--- src/rtl/apb_spi_fifo_regif.sv ---
// APB3 slave register block for the SPI core: CR1/CR2/BR/SR/DR with TX and RX FIFOs.
// Latency: writes commit and DR pops occur on the edge ending ENABLE; PRDATA loads on SETUP->ENABLE.
// Backpressure: DR write to a full TX FIFO is dropped with PSLVERR; RX push to a full FIFO sets sticky RXOVR.
// Ports: APB3 slave (PCLK, PRESETn, PSEL, PENABLE, PWRITE, PADDR, PWDATA, PRDATA, PREADY, PSLVERR);
//        shifter side (ss, tip, receive_data, miso_data, send_data, mosi_data); control fields
//        (mstr, cpol, cpha, lsbfe, spiswai, sppr, spr, spi_mode); spi_interrupt_request.
// Optional feature: define SPI_FIFO_THRESH_EN to map the RX threshold register THR at address 4.
module apb_spi_fifo_regif #(
  parameter int DATA_W     = 8,
  parameter int FIFO_DEPTH = 4
) (
  input  logic              PCLK,
  input  logic              PRESETn,
  input  logic              PSEL,
  input  logic              PENABLE,
  input  logic              PWRITE,
  input  logic [2:0]        PADDR,
  input  logic [DATA_W-1:0] PWDATA,
  output logic [DATA_W-1:0] PRDATA,
  output logic              PREADY,
  output logic              PSLVERR,
  input  logic              ss,
  input  logic              tip,
  input  logic              receive_data,
  input  logic [DATA_W-1:0] miso_data,
  output logic              send_data,
  output logic [DATA_W-1:0] mosi_data,
  output logic              mstr,
  output logic              cpol,
  output logic              cpha,
  output logic              lsbfe,
  output logic              spiswai,
  output logic [2:0]        sppr,
  output logic [2:0]        spr,
  output logic [1:0]        spi_mode,
  output logic              spi_interrupt_request
);

  localparam int AW = $clog2(FIFO_DEPTH);
  localparam int CW = AW + 1;
  localparam logic [CW-1:0] FULL_CNT = CW'(FIFO_DEPTH);

  typedef enum logic [1:0] {ST_IDLE, ST_SETUP, ST_ENABLE} apb_state_t;

  apb_state_t state_q, state_d;

  logic [7:0]  cr1_q, cr2_q, br_q;
  logic        rxovr_q;
  logic        rx_rd_ok_q;
`ifdef SPI_FIFO_THRESH_EN
  logic [AW:0] thr_q;
  logic [AW:0] thr_eff;
`endif

  logic [DATA_W-1:0] tx_mem [FIFO_DEPTH];
  logic [DATA_W-1:0] rx_mem [FIFO_DEPTH];
  logic [AW-1:0]     tx_wptr, tx_rptr, rx_wptr, rx_rptr;
  logic [CW-1:0]     tx_cnt, rx_cnt;

  logic tx_empty, tx_full, rx_empty, rx_full;
  logic spie, spe, sptie;
  logic access, dr_sel, addr_mapped, reg_wr;
  logic tx_pop, tx_push_req, tx_drop, tx_push;
  logic rx_pop, rx_drop, rx_push, rx_term;
  logic [7:0]        sr_val;
  logic [DATA_W-1:0] rdata;

  assign spie    = cr1_q[7];
  assign spe     = cr1_q[6];
  assign sptie   = cr1_q[5];
  assign mstr    = cr1_q[4];
  assign cpol    = cr1_q[3];
  assign cpha    = cr1_q[2];
  assign lsbfe   = cr1_q[0];
  assign spiswai = cr2_q[1];
  assign sppr    = br_q[6:4];
  assign spr     = br_q[2:0];

  assign tx_empty = (tx_cnt == '0);
  assign tx_full  = (tx_cnt == FULL_CNT);
  assign rx_empty = (rx_cnt == '0);
  assign rx_full  = (rx_cnt == FULL_CNT);

  assign sr_val = {~rx_empty, 1'b0, ~tx_full, tx_empty, rx_full, 2'b00, rxovr_q};

  // APB state machine
  always_ff @(posedge PCLK or negedge PRESETn) begin
    if (!PRESETn) state_q <= ST_IDLE;
    else          state_q <= state_d;
  end

  always_comb begin
    state_d = state_q;
    case (state_q)
      ST_IDLE:   if (PSEL && !PENABLE) state_d = ST_SETUP;
      ST_SETUP:  state_d = ST_ENABLE;
      ST_ENABLE: state_d = (PSEL && !PENABLE) ? ST_SETUP : ST_IDLE;
      default:   state_d = ST_IDLE;
    endcase
  end

  assign access = (state_q == ST_ENABLE);
  assign PREADY = access;
  assign dr_sel = (PADDR == 3'd5);

  always_comb begin
    addr_mapped = 1'b0;
    case (PADDR)
      3'd0, 3'd1, 3'd2, 3'd3, 3'd5: addr_mapped = 1'b1;
`ifdef SPI_FIFO_THRESH_EN
      3'd4: addr_mapped = 1'b1;
`endif
      default: addr_mapped = 1'b0;
    endcase
  end

  // A pop in the same cycle frees the slot, so a write to a full FIFO is
  // only dropped when the shifter is not taking a word at that edge.
  assign tx_pop      = spe & ~tip & ~tx_empty & ~send_data & (mstr | ss);
  assign tx_push_req = access & PWRITE & dr_sel;
  assign tx_drop     = tx_push_req & tx_full & ~tx_pop;
  assign tx_push     = tx_push_req & ~tx_drop;
  assign PSLVERR     = access & (~addr_mapped | tx_drop);
  assign reg_wr      = access & PWRITE & addr_mapped & ~tx_drop;

  // The pop decision follows what PRDATA captured in SETUP, so a word that
  // lands between SETUP and ENABLE is never consumed without being returned.
  assign rx_pop  = access & ~PWRITE & dr_sel & rx_rd_ok_q;
  assign rx_drop = receive_data & rx_full & ~rx_pop;
  assign rx_push = receive_data & ~rx_drop;

`ifdef SPI_FIFO_THRESH_EN
  assign thr_eff = (thr_q == '0) ? CW'(1) : thr_q;
  assign rx_term = (rx_cnt >= thr_eff) | rxovr_q;
`else
  assign rx_term = ~rx_empty | rxovr_q;
`endif

  always_comb begin
    rdata = '0;
    case (PADDR)
      3'd0: rdata = DATA_W'(cr1_q);
      3'd1: rdata = DATA_W'(cr2_q);
      3'd2: rdata = DATA_W'(br_q);
      3'd3: rdata = DATA_W'(sr_val);
`ifdef SPI_FIFO_THRESH_EN
      3'd4: rdata = DATA_W'(thr_q);
`endif
      3'd5: if (!rx_empty) rdata = rx_mem[rx_rptr];
      default: rdata = '0;
    endcase
  end

  // FIFO storage carries no reset; occupancy is tracked by the counters.
  always_ff @(posedge PCLK) begin
    if (tx_push) tx_mem[tx_wptr] <= PWDATA;
    if (rx_push) rx_mem[rx_wptr] <= miso_data;
  end

  always_ff @(posedge PCLK or negedge PRESETn) begin
    if (!PRESETn) begin
      PRDATA                <= '0;
      rx_rd_ok_q            <= 1'b0;
      cr1_q                 <= 8'h04;
      cr2_q                 <= 8'h00;
      br_q                  <= 8'h00;
`ifdef SPI_FIFO_THRESH_EN
      thr_q                 <= CW'(1);
`endif
      rxovr_q               <= 1'b0;
      tx_wptr               <= '0;
      tx_rptr               <= '0;
      tx_cnt                <= '0;
      rx_wptr               <= '0;
      rx_rptr               <= '0;
      rx_cnt                <= '0;
      send_data             <= 1'b0;
      mosi_data             <= '0;
      spi_mode              <= 2'b10;
      spi_interrupt_request <= 1'b0;
    end else begin
      if (state_q == ST_SETUP) begin
        PRDATA     <= addr_mapped ? rdata : '0;
        rx_rd_ok_q <= ~rx_empty;
      end else begin
        PRDATA     <= '0;
      end

      if (reg_wr) begin
        case (PADDR)
          3'd0: cr1_q <= PWDATA[7:0];
          3'd1: cr2_q <= PWDATA[7:0];
          3'd2: br_q  <= PWDATA[7:0] & 8'h77;
`ifdef SPI_FIFO_THRESH_EN
          3'd4: thr_q <= PWDATA[AW:0];
`endif
          default: ;
        endcase
      end

      if (rx_drop)                                    rxovr_q <= 1'b1;
      else if (reg_wr && PADDR == 3'd3 && PWDATA[0])  rxovr_q <= 1'b0;

      if (tx_push) tx_wptr <= tx_wptr + AW'(1);
      if (tx_pop)  tx_rptr <= tx_rptr + AW'(1);
      case ({tx_push, tx_pop})
        2'b10:   tx_cnt <= tx_cnt + CW'(1);
        2'b01:   tx_cnt <= tx_cnt - CW'(1);
        default: ;
      endcase

      if (rx_push) rx_wptr <= rx_wptr + AW'(1);
      if (rx_pop)  rx_rptr <= rx_rptr + AW'(1);
      case ({rx_push, rx_pop})
        2'b10:   rx_cnt <= rx_cnt + CW'(1);
        2'b01:   rx_cnt <= rx_cnt - CW'(1);
        default: ;
      endcase

      send_data <= tx_pop;
      if (tx_pop) mosi_data <= tx_mem[tx_rptr];

      spi_mode <= !spe ? 2'b10 : (spiswai ? 2'b01 : 2'b00);
      spi_interrupt_request <= (spie & rx_term) | (sptie & tx_empty);
    end
  end

endmodule

--- config.mk ---
export PLATFORM = sky130hd
export DESIGN_NAME = apb_spi_fifo_regif
export DESIGN_NICKNAME = d
export VERILOG_FILES = /design/src/rtl/apb_spi_fifo_regif.sv
export SDC_FILE = /design/constraint.sdc
export NUM_CORES = 1
export LEC_CHECK = 0
export BUFFER_PORTS_ARGS = -buffer_cell sky130_fd_sc_hd__buf_4
export CORE_MARGIN = 8
export CORE_UTILIZATION = 34
export CTS_CLUSTER_DIAMETER = 30
export DETAILED_ROUTE_END_ITERATION = 8
export HOLD_SLACK_MARGIN = 0.06
export PLACE_DENSITY = 0.48
export SLEW_MARGIN = 20
export SYNTH_ARGS = -nofsm -noshare
export SYNTH_HDL_FRONTEND = slang
export SYNTH_SLANG_ARGS = --single-unit
--- constraint.sdc ---
create_clock -name PCLK -period 2.7 [get_ports PCLK]
set_input_delay 0.135 -clock PCLK [delete_from_list [all_inputs] [get_ports PCLK]]
set_output_delay 0.135 -clock PCLK [all_outputs]
set_load 0.02 [all_outputs]
# After elaboration in Yosys (flattened, before gate mapping)
# Memory sizes are Yosys's and may differ from the RTL's. A register that Yosys moved wholly into a read port is not among the register bits.
# Cells that the tools add are included.
# classes
add_sub_neg	8
eq_ne	13
muxes	18
n_bitwise	35
n_reduce_logical	16
# op_table
operator	n
$pmux W8 S5	1
$mux W8	3
$and A1 B1 Y1	20
$pmux W3 S2	2
$not A1 Y1	11
$eq A3 B3 Y1 const B	3
$logic_not A3 Y1	3
$mux W1	9
$add A2 B1 Y2 const B	4
$add A3 B1 Y3 const B	2
$eq A2 B1 Y1 const B	3
$eq A2 B2 Y1 const B	3
$eq A3 B2 Y1 const B	2
$pmux W2 S3	1
$reduce_and A2 Y1	3
$reduce_bool A2 Y1	3
$sub A3 B1 Y3 const B	2
$reduce_or A5 Y1	1
$mux W2	2
$or A1 B1 Y1	4
$eq A3 B1 Y1 const B	1
$logic_and A1 B1 Y1	3
$logic_not A1 Y1	2
$logic_not A2 Y1	1
$ne A2 B2 Y1 const B	1
# totals
regBits	52
mem_bits_rw	64
output_inout_bits	33
elab_cells	108
memories	2
# memory_table
memory	words	word_bits	rd	rd_ports_with_merged_regs	wr	line_no	source
rx_mem	4	8	1	0	1	56	logic [DATA_W-1:0] rx_mem [FIFO_DEPTH];
tx_mem	4	8	1	1	1	55	logic [DATA_W-1:0] tx_mem [FIFO_DEPTH];

# Longest topological paths before layout
# Gate-level depths: netlist (run 1).
# depth
ltp_word	13
depth_mapped	10
depth_no_buf	8

# Worst setup path after synthesis (run 1)
# Ideal clock, no wire load.
# synth_timing
kind	reg2reg
from	register send_data
to	register tx_cnt[1]
setup_ns	0.065
arrival_ns	2.348
required_ns	2.635
path_slack_ns	0.287
path_stages_with_launch	9
path_buffers	2
synth_period_minus_slack_ns	2.413
path_cell_list	dfrtp_1 or4_4 buf_6 nor2_4 buf_8 nand2_1 fa_1 a2111oi_0 o21a_1
# synth_via
elab_chain_len	9
elab_cells_between_ends	11
classes_between	2 x eq/ne; 1 x mux; 7 x bitwise; 1 x reduce/logical
# synth_lines
element	line_no	source
start, declared	26	output logic send_data,
start signal, assigned	220	send_data <= tx_pop;
$not A1 Y1 (*)	119	assign tx_pop = spe & ~tip & ~tx_empty & ~send_data & (mstr | ss);
$and A1 B1 Y1 (*) (2 in a row)	119	
named net tx_pop	63	logic tx_pop, tx_push_req, tx_drop, tx_push;
$not A1 Y1	121	assign tx_drop = tx_push_req & tx_full & ~tx_pop;
$and A1 B1 Y1	121	
$not A1 Y1	122	assign tx_push = tx_push_req & ~tx_drop;
$and A1 B1 Y1	122	
$eq A2 B1 Y1 / $eq A2 B2 Y1 (equally long branches)	206	case ({tx_push, tx_pop})
$pmux W3 S2 / $reduce_bool A2 Y1 (equally long branches)	--	
end signal, assigned	207	2'b10: tx_cnt <= tx_cnt + CW'(1);
end signal, assigned	208	2'b01: tx_cnt <= tx_cnt - CW'(1);
end, declared	58	logic [CW-1:0] tx_cnt, rx_cnt;
# Mark *: on every way through the listed nets, which the timed path passes. The rest lies on a longest branch.
# A chain may end at the register's enable or synchronous reset.

# Worst setup path in the final report (run 1)
# layout_timing
from	register send_data
to	register tx_cnt[1]
# layout_via
elab_chain_len	9
elab_cells_between_ends	11
classes_between	2 x eq/ne; 1 x mux; 7 x bitwise; 1 x reduce/logical
# layout_lines
element	line_no
$not A1 Y1 (*)	119
$and A1 B1 Y1 (*) (2 in a row)	119
$not A1 Y1	121
$and A1 B1 Y1	121
$not A1 Y1	122
$and A1 B1 Y1	122
$eq A2 B1 Y1 / $eq A2 B2 Y1 (equally long branches)	206
$pmux W3 S2 / $reduce_bool A2 Y1 (equally long branches)	--
# Mark *: on every way between the ends. The rest lies on a longest branch, timed or not.

==> results of run 1 <==
==> placed cells by master (no fill, tap or decap), types with 4 or more instances in the layout <==
cell type | netlist | routed
sky130_fd_sc_hd__and2_1 | 10 | 10
sky130_fd_sc_hd__ha_1 | 8 | 8
sky130_fd_sc_hd__a21oi_1 | 7 | 7
sky130_fd_sc_hd__dfrtp_1 | 58 | 58
sky130_fd_sc_hd__o21ai_1 | 7 | 7
sky130_fd_sc_hd__inv_1 | 10 | 10
sky130_fd_sc_hd__nor2b_1 | 6 | 6
sky130_fd_sc_hd__buf_4 | 1 | 62
sky130_fd_sc_hd__mux2_1 | 7 | 7
sky130_fd_sc_hd__nand2_1 | 14 | 14
sky130_fd_sc_hd__mux2_4 | 21 | 21
sky130_fd_sc_hd__dlygate4sd3_1 | 0 | 20
sky130_fd_sc_hd__nor3_1 | 5 | 5
sky130_fd_sc_hd__mux2i_1 | 6 | 6
sky130_fd_sc_hd__nand3_1 | 4 | 4
sky130_fd_sc_hd__mux4_2 | 19 | 19
sky130_fd_sc_hd__clkbuf_8 | 0 | 5
sky130_fd_sc_hd__edfxtp_1 | 64 | 64
sky130_fd_sc_hd__nor2_1 | 14 | 14
sky130_fd_sc_hd__clkbuf_16 | 0 | 17
sky130_fd_sc_hd__xnor2_1 | 6 | 6
==> power breakdown <==
| group | leakage (nW) | total, mW | internal, mW | switching (mW) |
|---|---|---|---|---|
| Combinational | 1.18 | 1.38 | 0.733 | 0.644 |
| Clock | 0.305 | 2.34 | 1.57 | 0.778 |
| Sequential | 1.34 | 2.63 | 2.34 | 0.293 |
==> critical path, cell delays in order (launching register included) <==
cell and delay, ps:
sky130_fd_sc_hd__dfrtp_1 390, sky130_fd_sc_hd__or4_4 610, sky130_fd_sc_hd__nor2_4 130, sky130_fd_sc_hd__nand2_1 70
sky130_fd_sc_hd__fa_1 450, sky130_fd_sc_hd__a2111oi_0 300, sky130_fd_sc_hd__o21a_1 150
==> metal layers <==
layer	up-vias	global-route usage (%)	routed length (um)
li1	1381	-	-
met1	1488	15.14	5114
met2	57	20.08	5726
met3	16	3.629	529
met4	0	6.105	191
met5	-	0	0
==> registers in the layout (all words and copies together) (netlist names), 3 cells and up <==
register and flops:
PRDATA 8, cr2_q 8, mosi_data 8, rx_cnt 3, br_q 6, tx_mem 32, tx_cnt 3, cr1_q 8
rx_mem 32
==> final cells by class <==
cell class	instances	area [um^2]
Tap cell	216	270.3
Timing Repair Buffer	82	665.6
Fill cell	1428	8811
Clock buffer	25	505.5
Clock inverter	7	108.9
Sequential cell	124	3426
Multi-Input combinational cell	176	1823
Inverter	12	45.04
==> cells by family after synthesis <==
kind of cell / count (synthesis)
simple gates: 71
xor+xnor: 10
mux: 56
buf+inv: 23
compound gates: 29
fa+ha+maj: 10
flops: 124
==> through the flow <==
step	cell area (um^2)	utilization [%]
after floorplan	5365	-
after global placement	6030	38.52
after detailed placement	6030	38.52
after CTS	6844	43.72
after global routing	6844	43.72
final	6844	43.72
==> how the worst min path moves through the flow <==
stage / startpoint / to / slack, ps / cells after the start
after floorplan: PRESETn / PRDATA[0] / -160 / 0
after global placement: PRESETn / mosi_data[4] / 280 / 1
after detailed placement: PRESETn / mosi_data[4] / 300 / 1
after CTS: PWRITE / rx_rptr[0] / 150 / 3
after global routing: PADDR[2] / PRDATA[6] / 170 / 3
final: PADDR[1] / rxovr_q / 160 / 3
==> timing repair <==
action / CTS / global route
hold buffers: 20 / 0
hold endpoints to repair: 146 / 0
setup endpoints to repair: 0 / 0
gates resized for setup: 0 / 0
==> Implementation_results.wiki, run 1 <==
{| class="wikitable"
! Metric !! Value
|-
| Iter 0 DRT Violations || 160
|-
| Max clock buf depth || 2
|-
| Sort of element at the end of the critical path || flop
|-
| Floorplan die height || 141.6 um
|-
| Clock tree skew after final layout || roughly 4.3 ps
|-
| Number of flops mapped to enable cells by yosys || 64
|-
| Cts bufs inserted || 17
|-
| Count of H-tree levels built during CTS || 4
|-
| Worst Hold Class || in2reg
|-
| DRT Pass-1 Iters || 4
|-
| Half-perimeter wire length after detailed placement || 7.946 mm
|-
| Endpoints failing setup || 0
|-
| Cell count after synthesis || between 300 and 400
|-
| Via count of the first global-routing pass || approximately 3300
|-
| Depth of the most critical reg-to-reg path || 6
|-
| Antenna Violating Nets Remaining || 0
|-
| Area Overhead vs Synth || 27.57%
|-
| Worst-case setup slack after placement || approximately 540 ps
|-
| Avg Cell Area, Syn || roughly 17 um^2
|-
| Clock latency at the later pin of the worst-skew pair || 410 ps
|-
| Per-cell via count in the routed design || about 4.6
|-
| Post-synthesis share of cell area spent on and, or, nand and nor gates || roughly 8.3%
|-
| Die area || between 20000 and 25000 um^2
|-
| Tmin final || 2166 ps
|-
| Final hold vios || 0
|-
| Overall global routing resource usage || between 10% and 20%
|-
| Library cell used as clock root buffer || sky130_fd_sc_hd__clkbuf_16
|-
| Fin Setup TNS || 0 ps
|-
| Req. time, crit path || around 3100 ps
|-
| Startpoint types || flop
|-
| Initial standard-cell utilization of the core || between 30% and 40%
|-
| Die Span X || 141.6 um
|-
| Worst setup startpoint || send_data
|-
| Leakage power figure || ~2.8 nW
|-
| Post-synthesis cell area || ~5400 um^2
|-
| Wire length of the first global-routing pass || 18.81 mm
|-
| Share of the synthesized area in the top cell type || between 30% and 40%
|-
| Final critical-path setup slack || between 500 and 600 ps
|-
| Number of nets in the synthesized netlist || 360
|-
| Arrival time reported for the critical path endpoint || ~2500 ps
|-
| Most frequently used cell type in the post-synthesis netlist || sky130_fd_sc_hd__edfxtp_1
|-
| Layout cells sized above 1 || roughly a third
|-
| Dominant cell type by area after synthesis || sky130_fd_sc_hd__edfxtp_1
|-
| Synth area leaders || sky130_fd_sc_hd__edfxtp_1 (36%), sky130_fd_sc_hd__dfrtp_1 (27%), sky130_fd_sc_hd__mux4_2 (8.0%), sky130_fd_sc_hd__mux2_4 (5.9%), sky130_fd_sc_hd__ha_1 (1.9%)
|-
| Area fraction in compound gates after synthesis || around 4.0%
|-
| Total instance count after detailed placement || 590
|-
| Xor and xnor fraction of the mapped netlist area || under 10%
|-
| Number of register bits inferred by synthesis || roughly 120
|-
| Multiplexer area fraction after synthesis || approximately 17%
|-
| Post-synthesis adder-cell area fraction || 2.612%
|-
| RR Startpoint || send_data
|-
| Final-layout worst hold slack || between 150 and 200 ps
|-
| Synth warn || 0
|-
| Pins over their slew limit || 0
|-
| Result of the run || finished, final reports clean
|-
| Synth top cells by count || sky130_fd_sc_hd__edfxtp_1 (64), sky130_fd_sc_hd__dfrtp_1 (58), sky130_fd_sc_hd__mux2_4 (21)
|-
| Transition time at the pin with the least slew margin || approximately 810 ps
|-
| Maximum resistive drop on vdd || 0.0005082 V
|-
| DRC violation count after routing || 0
|-
| Sink count of the clock tree || about 120
|-
| Final non-filler cell total || 642
|-
| Setup slack of the most critical reg-to-reg path || around 530 ps
|-
| Classification of the worst setup path || reg2reg
|-
| Overall Power || between 6 and 7 mW
|-
| Capture point of the critical path || tx_cnt[1]
|-
| Predominant post-synthesis flop cell || sky130_fd_sc_hd__edfxtp_1
|-
| Antenna violations before repair || 0
|-
| Number of setup buffers added after CTS || 0
|-
| Async set or reset register ratio after synthesis || approximately half
|-
| Endpoint of the worst-slack reg-to-reg timing path || tx_cnt[1]
|-
| Number of placement rows || between 40 and 50
|-
| Power Dens Cells || about 930 nW/um^2
|-
| GP Congestion || around 0.69
|-
| Synth cell types || 58
|-
| RSZ-0062 raised after global routing || false
|-
| Final routed wire length divided by cell count || roughly 18 um
|-
| CTS tree || yes
|-
| Core box area || between 15000 and 20000 um^2
|-
| Num ports || 60
|-
| Number of diodes || 0
|-
| Total via count after detailed routing || 2942
|-
| Aggregate global routing overflow || 0
|-
| Relative slew slack || 45.53%
|-
| Number of max-cap violations || 0
|-
| Achievable frequency || 0.4616 GHz
|-
| Total Routed Length || ~12 mm
|-
| Largest family of logic cells by synthesized area || multiplexers
|-
| Largest net degree at the start of global routing || slightly above 60
|-
| Number of input and output port buffers inserted || between 50 and 60
|-
| Crit share post-route || about 80%
|-
| Sequential area share after synthesis || a little under two thirds
|-
| Number of nets in the final layout || 450
|-
| Maximum fanout along the worst path || 6
|-
| Worst-path clk slew || ~50 ps
|}
(Power assumes the default switching activity.)
==> run 2, diff against run 1 <==
==> constraint.sdc (replaced) <==
create_clock -name PCLK -period 2.1 [get_ports PCLK]
set_input_delay 0.105 -clock PCLK [delete_from_list [all_inputs] [get_ports PCLK]]
set_output_delay 0.105 -clock PCLK [all_outputs]
set_load 0.02 [all_outputs]
==> run 2 against run 1 <==
  * Worst setup slack lost 480 ps
  * Register-to-register slack got worse by 480 ps
  * Wire length rose by 1.4%
  * Flip-flop and latch count is the same
  * Largest power group unchanged
  * Highest routed layer unchanged
==> Implementation_results.wiki, run 2 (synthesized netlist as in run 1, its figures left out) <==
{| class="wikitable"
! Metric !! Value
|-
| Antenna violations before repair || 0 (unchanged)
|-
| Registers with the most flip-flops || rx_mem (32), tx_mem (32)
|-
| Combinational share of power || 26.1% (+4.4 points)
|-
| Number of input and output port buffers inserted || 59 (unchanged)
|-
| Pins over their slew limit || 0 (unchanged)
|-
| Classification of the worst setup path || reg2reg
|-
| Total via count after detailed routing || 3035 (+3.2%)
|-
| Startpoint types || flop
|-
| Floorplan die height || 141.6 um (unchanged)
|-
| DRT Pass-1 Iters || 4 (unchanged)
|-
| Buffer and inverter count on the worst path || 1 (+1)
|-
| Internal || 5.849 mW (+26%)
|-
| Arrival time reported for the critical path endpoint || 2350 ps (-170 ps)
|-
| Achievable frequency || 0.4896 GHz (+6.1%)
|-
| Count of H-tree levels built during CTS || 4 (unchanged)
|-
| Core box area || 15660 um^2 (unchanged)
|-
| Transition time at the pin with the least slew margin || 801.2 ps (-9.817 ps)
|-
| Result of the run || finished, final reports clean
|-
| RR Startpoint || cr1_q[6]
|-
| Net switching fraction of the power || 27.71% (+0.73 points)
|-
| Clock tree skew after final layout || 7.313 ps (+2.995 ps)
|-
| Per-cell via count in the routed design || 4.578 (-0.11%)
|-
| Area Overhead vs Synth || 30.85%
|-
| Worst Hold Class || in2reg
|-
| Library cell used as clock root buffer || sky130_fd_sc_hd__clkbuf_16
|-
| Wire length of the first global-routing pass || 18.63 mm (-0.95%)
|-
| RSZ-0062 raised after global routing || true
|-
| Most used cells in the layout excluding fill and tap cells || sky130_fd_sc_hd__buf_4 (77), sky130_fd_sc_hd__edfxtp_1 (64), sky130_fd_sc_hd__dfrtp_1 (57)
|-
| Num ports || 60 (unchanged)
|-
| Relative slew slack || 46.59% (+1.1 points)
|-
| Power spent charging and discharging nets || 2.242 mW (+31%)
|-
| Half-perimeter wire length after detailed placement || 8.216 mm (+3.4%)
|-
| Number of filler cells placed in the layout || 1447 (+1.3%)
|-
| Endpoints failing setup || 0 (unchanged)
|-
| Aggregate global routing overflow || 0 (unchanged)
|-
| Overall global routing resource usage || 12.60% (+0.11 points)
|-
| Crit share post-route || 97.27% (+17 points)
|-
| Endpoint of the worst-slack reg-to-reg timing path || tx_cnt[1]
|-
| Crit path max-delay family || simple AND/OR/NAND/NOR gates
|-
| Worst Hold End || PRDATA[6]
|-
| Antenna Violating Nets Remaining || 0 (unchanged)
|-
| Maximum fanout along the worst path || 5 (-1)
|-
| Leakage power figure || 2.903 nW (+2.7%)
|-
| Depth of the most critical reg-to-reg path || 7 (+1)
|-
| Seq pwr share || 40.5% (-1.0 points)
|-
| CTS tree || yes
|-
| Clock latency at the later pin of the worst-skew pair || 420 ps (about the same)
|-
| Startpoint of the tightest hold check path || PADDR[2]
|-
| Layout cells sized above 1 || 37.81% (+2.8 points)
|-
| Count of cells resized by post-cts repair || 0 (unchanged)
|-
| Number of placement rows || 46 (unchanged)
|-
| Longest individual stage delay on the worst path || 590 ps (-20 ps)
|-
| Hold Path Depth || 3 (unchanged)
|-
| Initial standard-cell utilization of the core || 34.27% (unchanged)
|-
| Max clock buf depth || 2 (unchanged)
|-
| Number of max-cap violations || 0 (unchanged)
|-
| Worst setup startpoint || cr1_q[6]
|-
| Final routed wire length divided by cell count || 17.69 um (-1.8%)
|-
| GP Congestion || 0.7123 (+3.6%)
|-
| Number of diodes || 0 (unchanged)
|-
| Final non-filler cell total || 663 (+3.3%)
|-
| Cts bufs inserted || 17 (unchanged)
|-
| Total Routed Length || 11.73 mm (+1.4%)
|-
| Die Span X || 141.6 um (unchanged)
|-
| Sort of element at the end of the critical path || flop
|-
| Leading cell type in the layout, fill and taps excluded || sky130_fd_sc_hd__buf_4
|-
| Sink count of the clock tree || 124 (unchanged)
|-
| Setup slack of the most critical reg-to-reg path || 60 ps (-480 ps)
|-
| Die area || 20050 um^2 (unchanged)
|-
| Maximum resistive drop on vdd || 0.0005847 V (+15%)
|-
| Master of the slowest instance on the critical path || sky130_fd_sc_hd__or4_4
|-
| Final hold vios || 0 (unchanged)
|-
| Req. time, crit path || 2400 ps (-650 ps)
|-
| Worst-path clk slew || 50 ps (about the same)
|-
| Total instance count after detailed placement || 610 (+3.4%)
|-
| Iter 0 DRT Violations || 98 (-39%)
|-
| Number of nets in the final layout || 471 (+4.7%)
|-
| Critical Path, Cell by Cell || inv_2, or4_4, nor2_4, nand2_2, fa_2, a2111oi_2, o21a_1
|-
| Largest net degree at the start of global routing || 61 (unchanged)
|-
| Fin Setup TNS || 0 ps (unchanged)
|-
| Clock network fraction of total power || 33.4% (-3.5 points)
|-
| DRC violation count after routing || 0 (unchanged)
|-
| Via count of the first global-routing pass || 3268 (+0.34%)
|-
| Power Dens Cells || 1152 nW/um^2 (+24%)
|-
| Tmin final || 2043 ps (-123.8 ps)
|}
-- run 2: changes by cell type in the layout (fill, tap and decap cells not counted), moves of 2 or more --
| cell | change |
|---|---|
| sky130_fd_sc_hd__buf_12 | +6 |
| sky130_fd_sc_hd__clkinv_1 | +3 |
| sky130_fd_sc_hd__clkinv_2 | -2 |
| sky130_fd_sc_hd__buf_4 | +15 |
| sky130_fd_sc_hd__clkbuf_1 | +3 |
| sky130_fd_sc_hd__clkbuf_8 | -5 |
-- run 2: worst reg2reg max path, stage by stage, from the launching register on --
cell	delay (ps)
sky130_fd_sc_hd__dfrtp_1	350
sky130_fd_sc_hd__inv_2	40
sky130_fd_sc_hd__or4_4	590
sky130_fd_sc_hd__nor2_4	130
sky130_fd_sc_hd__nand2_2	60
sky130_fd_sc_hd__fa_2	550
sky130_fd_sc_hd__a2111oi_2	40
sky130_fd_sc_hd__o21a_1	170
-- run 2: per-stage QoR --
stage | cell area [um^2] | utilization [%] | setup WS (ps) | power, mW | hold WS, ps
floorplan | 5379 | - | -196.0 | 4.616 | -190.6
global placement | 6269 | 40.04 | 76.43 | 5.411 | 252.2
detailed placement | 6269 | 40.04 | 24.02 | 5.449 | 255.6
CTS | 7013 | 44.80 | 9.467 | 8.225 | 116.5
global route | 7020 | 44.84 | -25.11 | 8.531 | 155.0
finish | 7020 | 44.84 | 57.32 | 8.090 | 132.8
-- run 2: power by group through the flow --
stage                     logic [mW]  registers (mW)  clock network (mW)
after detailed placement        2.12            3.33                   0
after floorplan                 1.22            3.39                   0
after global placement          2.10            3.31                   0
after CTS                       2.16            3.29                2.78
after global routing            2.31            3.34                2.88
final                           2.11            3.28                2.70
-- run 2: worst max-delay path by stage --
stage                           end  slack, ps  depth (start not counted)
after CTS                   PSLVERR          9                          5
after floorplan           tx_cnt[1]       -200                          8
after global routing      tx_cnt[1]        -30                          7
final                     tx_cnt[1]         60                          7
after detailed placement  tx_cnt[1]         20                          6
after global placement    tx_cnt[1]         80                          6
-- run 2: cell type report --
type / instances / area [um^2] / area share, %
Sequential cell: 124 / 3427 / 48.81
Multi-Input combinational cell: 176 / 1836 / 26.15
Timing Repair Buffer: 103 / 898.4 / 12.80
Clock buffer: 23 / 447.9 / 6.380
Tap cell: 216 / 270.3 / 3.850
Clock inverter: 9 / 96.34 / 1.372
Inverter: 12 / 45.04 / 0.6416
-- run 2: timing repair --
item	in CTS	in global routing
endpoints found under the setup margin	0	2
buffers inserted	0	1
hold buffers	20	0
hold endpoints to repair	146	0
-- run 2: per-layer routing --
metal / share of wire (%) / GRT usage (%) / vias up
met2: 45 / 18.11 / 68
met5: 0 / 0 / -
li1: - / - / 1432
met3: 5.6 / 4.637 / 13
met4: 1.4 / 5.088 / 0
met1: 48 / 16.85 / 1522
